==> src/rtl/umul_nch.sv <==
// Multi-channel unary multiplier, bit-reversed counter RNG per channel.
// Define UMUL_ACC_EN to add the per-channel windowed ones accumulator.
module umul_nch #(
  parameter int INWD    = 8,
  parameter int NCH     = 4,
  parameter int BIPOLAR = 0
) (
  input  logic                     clk,
  input  logic                     rst_n,
  input  logic [NCH-1:0]           iA,
  input  logic [NCH*INWD-1:0]      iB,
  input  logic [NCH-1:0]           loadB,
  output logic [NCH-1:0]           oC
`ifdef UMUL_ACC_EN
  ,
  output logic [NCH*(INWD+1)-1:0]  oAcc,
  output logic                     oAccVld
`endif
);

  function automatic logic [INWD-1:0] bitrev(
    input logic [INWD-1:0] v
  );
    logic [INWD-1:0] r;
    for (int i = 0; i < INWD; i++) begin
      r[i] = v[INWD-1-i];
    end
    return r;
  endfunction

`ifdef UMUL_ACC_EN
  logic [INWD-1:0] win_q;
  logic            win_last;

  assign win_last = (win_q == {INWD{1'b1}});

  // free-running window counter and end-of-window pulse
  always_ff @(posedge clk or negedge rst_n) begin
    if (!rst_n) begin
      win_q   <= '0;
      oAccVld <= 1'b0;
    end else begin
      win_q   <= win_q + 1'b1;
      oAccVld <= win_last;
    end
  end
`endif

  for (genvar ch = 0; ch < NCH; ch++) begin : g_ch
    logic [INWD-1:0] b_reg;
    logic [INWD-1:0] cnt_p;
    logic            c_q;
    logic            gt_p;

    assign gt_p   = b_reg > bitrev(cnt_p);
    assign oC[ch] = c_q;

    if (BIPOLAR != 0) begin : g_bi
      logic [INWD-1:0] cnt_n;
      logic            gt_n;

      assign gt_n = b_reg > bitrev(cnt_n);

      // XNOR-style product; each input polarity walks its own RNG
      always_ff @(posedge clk or negedge rst_n) begin
        if (!rst_n) begin
          b_reg <= '0;
          cnt_p <= '0;
          cnt_n <= '0;
          c_q   <= 1'b0;
        end else begin
          c_q <= iA[ch] ? gt_p : ~gt_n;
          if (loadB[ch]) begin
            b_reg <= iB[ch*INWD +: INWD];
            cnt_p <= '0;
            cnt_n <= '0;
          end else if (iA[ch]) begin
            cnt_p <= cnt_p + 1'b1;
          end else begin
            cnt_n <= cnt_n + 1'b1;
          end
        end
      end
    end else begin : g_uni
      // AND-style product; RNG only advances on input ones
      always_ff @(posedge clk or negedge rst_n) begin
        if (!rst_n) begin
          b_reg <= '0;
          cnt_p <= '0;
          c_q   <= 1'b0;
        end else begin
          c_q <= iA[ch] & gt_p;
          if (loadB[ch]) begin
            b_reg <= iB[ch*INWD +: INWD];
            cnt_p <= '0;
          end else if (iA[ch]) begin
            cnt_p <= cnt_p + 1'b1;
          end
        end
      end
    end

`ifdef UMUL_ACC_EN
    logic [INWD:0] acc_q;
    logic [INWD:0] acc_o;

    assign oAcc[ch*(INWD+1) +: INWD+1] = acc_o;

    // ones count per window, published at the last window edge
    always_ff @(posedge clk or negedge rst_n) begin
      if (!rst_n) begin
        acc_q <= '0;
        acc_o <= '0;
      end else if (win_last) begin
        acc_o <= acc_q + (INWD+1)'(c_q);
        acc_q <= '0;
      end else begin
        acc_q <= acc_q + (INWD+1)'(c_q);
      end
    end
`endif
  end

endmodule

==> config.mk <==
export PLATFORM = sky130hd
export DESIGN_NAME = umul_nch
export DESIGN_NICKNAME = d
export VERILOG_FILES = /design/src/rtl/umul_nch.sv
export SDC_FILE = /design/constraint.sdc
export NUM_CORES = 1
export LEC_CHECK = 0
export BUFFER_PORTS_ARGS = -buffer_cell sky130_fd_sc_hd__clkbuf_2
export CORE_MARGIN = 2
export CORE_UTILIZATION = 25
export DETAILED_ROUTE_END_ITERATION = 10
export PLACE_DENSITY = 0.45
export SETUP_SLACK_MARGIN = 0.02
export SYNTH_ARGS = -nofsm -noshare
export SYNTH_HDL_FRONTEND = slang
export SYNTH_SLANG_ARGS = --single-unit
==> constraint.sdc <==
create_clock -name clk -period 3.5 [get_ports clk]
set_input_delay 0.35 -clock clk [delete_from_list [all_inputs] [get_ports clk]]
set_output_delay 0.35 -clock clk [all_outputs]
set_load 0.02 [all_outputs]
======== Yosys cells after proc, flatten, opt, wreduce, memory -nomap -nowiden ========
Cells that the tools add are included.
cells by class
  add/sub/neg operators ................... 4
  magnitude comparators ................... 4
  multiplexer cells ....................... 8
  bitwise operators ....................... 4
  reductions and logical operators ........ 4
operators with widths
  operator               count
  $mux W8                8
  $add A8 B1 Y8 const B  4
  $gt A8 B8 Y1           4
  $reduce_bool A2 Y1     4
  $and A1 B1 Y1          4
word-level totals
  register bits ........................... 68
  output and inout bits ................... 4
  word-level logic and storage cells ...... 36

======== Depth between registers and ports, before layout ========
  depth in word-level cells ............... 3
  gate-level depth with buffers ........... 6
  gate-level depth less buffers ........... 6

======== Worst setup path after synthesis ========
No wires, ideal clock.
  path type ............................... register to register
  start ................................... register g_ch[2].cnt_p[0]
  end ..................................... register g_ch[2].cnt_p[6]
  library setup time ...................... 0.131 ns
  arrival ................................. 1.218 ns
  required time ........................... 3.369 ns
  slack ................................... 2.150 ns
  cell stages (with the launch flop) ...... 6
  buffers on the path ..................... 0
  period minus slack after synthesis ...... 1.350 ns
  cells stage by stage .................... dfrtp_1 ha_1 nand2_1 or4_4 xnor2_1 nor2_1
between the ends
  longest elaborated chain between the ends .. 3
ends and longest elaborated chain
  what                      line  source
  start: declaration        51    logic [INWD-1:0] cnt_p;
  start signal: assignment  97    cnt_p <= cnt_p + 1'b1;
  $add A8 B1 Y8             97
  $mux W8                   96    end else if (iA[ch]) begin
  $mux W8                   93    if (loadB[ch]) begin
Every way passes these cells. The select of a mux whose other input is x is not followed.
A chain may end at the register's enable or synchronous reset.

======== Worst setup path after layout ========
  start ................................... register g_ch[0].cnt_p[0]
  end ..................................... register g_ch[0].cnt_p[6]
between the ends
  longest elaborated chain between the ends .. 3
ends and longest elaborated chain
  what                      line
  start: declaration        51
  start signal: assignment  97
  $add A8 B1 Y8             97
  $mux W8                   96
  $mux W8                   93
Every way passes these cells. The select of a mux whose other input is x is not followed.

==> impl_metrics.ini <==
[clock_tree]
clk_pin_slew_ns = 0.05
insertion_delay_ns = 0.33
cts_hold_buffers = 0
postCtsSetupBuffers = 0
numCtsBuffers = 9
ctsResizeCount = 0
htreeDepth = 3
cts_sinks = 68
clock_path_buffers = 2
cts-root-buf = clkbuf_16
cts_tree = done

[critical_path]
worst_setup_path_start_kind = flip-flop
worstPathCellList = ha_1 > nand2_1 > or4_4 > xnor2_1 > nor2_1
end_kind = flip-flop
cp_data_arrival_time_ns = 1.67
required_ns = 3.70
path_max_fanout = 4
setup.worst_path.class = reg -> reg
slowest_stage = dfrtp_1
max_stage_delay_ns = 0.42

[layout]
insertedDiodeCount = 0
drive_above_1_share_pct = 26.34
final_nets = 445
synthToLayoutAreaGrowth_pct = 18.28
final_core_utilization_pct = 30.33

[placed_design]
io_buffers = 45
gp_congestion = 0.7421
place_ws_ns = 2.044
hpwl_um = 4926

[logic_synthesis]
synth-xor-area-share_pct = 6.127
synth_cell_type_count = 29
synth_area_per_cell_um2 = 10.96
synth-edff-count = 0
ys_ff_latch = 68
yosys.area_share.adder_pct = 12.61
ys_seq_area_share_pct = 47.62
async_reset_ff_share_pct = 100.0
synthCells = 326
synth_top_family_by_area = adder cells
synthMuxAreaShare_pct = 9.944
synth-compound-area-share_pct = 6.408
synthesis.nets = 404
ys_warn_count = 0
yosys_most_used_dff = dfrtp_1
synth_simple_gate_area_share_pct = 11.48
synth_area_um2 = 3573

[drt]
via_per_inst = 4.362
drtAntennaViolNets = 0
firstDrtPassIters = 6
drtIter0Drc = 93
wl_per_cell_um = 12.26
vias = 2408
drc = 0
drt-total-wl_um = 6766

[sta]
slew_viol_final = 0
layout_setup_ws_ns = 2.030
worst_pin_slew_ns = 0.8967
setup_violations = 0
rsz0062_at_grt = false
setup_tns_ns = 0
post-route-period-util_pct = 42.00
min_period_ns = 1.470
fmax_mhz = 680.3
hold_viol = 0
slew_headroom_pct = 40.22
clock_skew_ns = 0.004065

[global_routing]
antenna_found_initial = 0
grt_use_total_pct = 10.28
overflow = 0
grt_max_degree = 69
grt_pass1_vias = 2546
grt_pass1_wl_um = 11940

[die]
die_w_um = 123.6
num_rows = 43
ioPinCount = 46
start_util_pct = 25.64
die_area_um2 = 15270
core_region_area_um2 = 13930
die_h_um = 123.6

[power]
vdd_drop_max_mv = 0.1987
leakage_uw = 0.001894
p_per_area_nw_per_um2 = 468.8

[job]
cap_violations = 0

[status]
run_status = complete, no violations

[worst_hold_path]
min_path_type = in -> async
synth_stat cells, types with 6 or more instances:
| cell type | number | area (um^2) |
|---|---|---|
| a21oi_1 | 13 | 65.06 |
| xnor2_1 | 24 | 210.2 |
| dfrtp_1 | 68 | 1702 |
| ha_1 | 36 | 450.4 |
| inv_1 | 24 | 90.09 |
| a21o_1 | 6 | 45.04 |
| mux2_2 | 28 | 315.3 |
| nand2_1 | 14 | 52.55 |
| buf_4 | 7 | 52.55 |
| nand4_1 | 14 | 87.58 |
| clkbuf_1 | 7 | 26.28 |
| nor2_1 | 29 | 108.9 |
| o21ai_0 | 12 | 60.06 |
layer usage:
metal	vias to the layer above	part of all wire (%)	global-route usage, %
met4	0	1.4	4.261
li1	1198	-	-
met3	8	4.5	3.875
met1	1166	48	13.00
met2	36	46	15.73
met5	-	0	0
area by class of cell:
type                            instances  area [um^2]
Clock inverter                          1        5.005
Fill cell                            1437         9708
Timing Repair Buffer                   46        232.7
Multi-Input combinational cell        210         1664
Tap cell                              180        225.2
Clock buffer                           15        277.8
Sequential cell                        68         1702
Inverter                               32        120.1
where the power goes:
part	internal, uW	leakage, uW	total, uW	switching, uW
logic	119	0.000886	245	126
clock network	537	0.000140	860	323
registers	841	0.000868	876	35.7
worst max-delay path: cells and delay by family, from the launching register on:
| family | cells | cell delay (ns) |
|---|---|---|
| simple gates | 3 | 0.56 |
| flops | 1 | 0.42 |
| fa+ha+maj | 1 | 0.20 |
| xor+xnor | 1 | 0.16 |
final timing paths:
path	startpoint	depth (start not counted)	slack (ns)	endpoint
worst max register to register	g_ch[0].cnt_p[0]	5	2.03	g_ch[0].cnt_p[6]
min in group clk	iB[16]	3	0.24	g_ch[2].b_reg[0]
worst max-delay path	g_ch[0].cnt_p[0]	5	2.03	g_ch[0].cnt_p[6]
max in group asynchronous	rst_n	2	2.68	g_ch[0].b_reg[0]
worst min register to register	g_ch[2].b_reg[7]	1	0.51	g_ch[2].b_reg[7]
worst min-delay path	rst_n	2	0.21	g_ch[2].cnt_p[0]
placed cells by master, fill, tap and decap left out, types with 4 or more instances in the layout:
master,n
xnor2_1,24
clkbuf_16,9
a21oi_1,13
inv_2,4
o211ai_1,4
clkbuf_2,44
mux2_2,28
nand4_1,14
nor2_1,29
o21ai_0,12
nor2b_1,4
ha_1,36
a21o_1,6
nand2_1,14
inv_1,24
dfrtp_1,68
clkinv_1,4
mux2i_1,4
metrics by stage:
stage	hold slack (ns)	total power (uW)	area (um^2)	cells
floorplan	0.05441	1063	3573	326
global placement	0.5051	1132	3944	536
detailed placement	0.5045	1142	3944	536
CTS	0.2174	2031	4227	552
global route	0.2239	2105	4227	552
finish	0.2111	1981	4227	552
cells by family after synthesis:
family,count (synthesis)
simple gates,78
flops,68
buf+inv,48
compound gates,39
fa+ha+maj,36
mux,32
xor+xnor,25
Note: power is estimated with default switching activity, not from simulation.
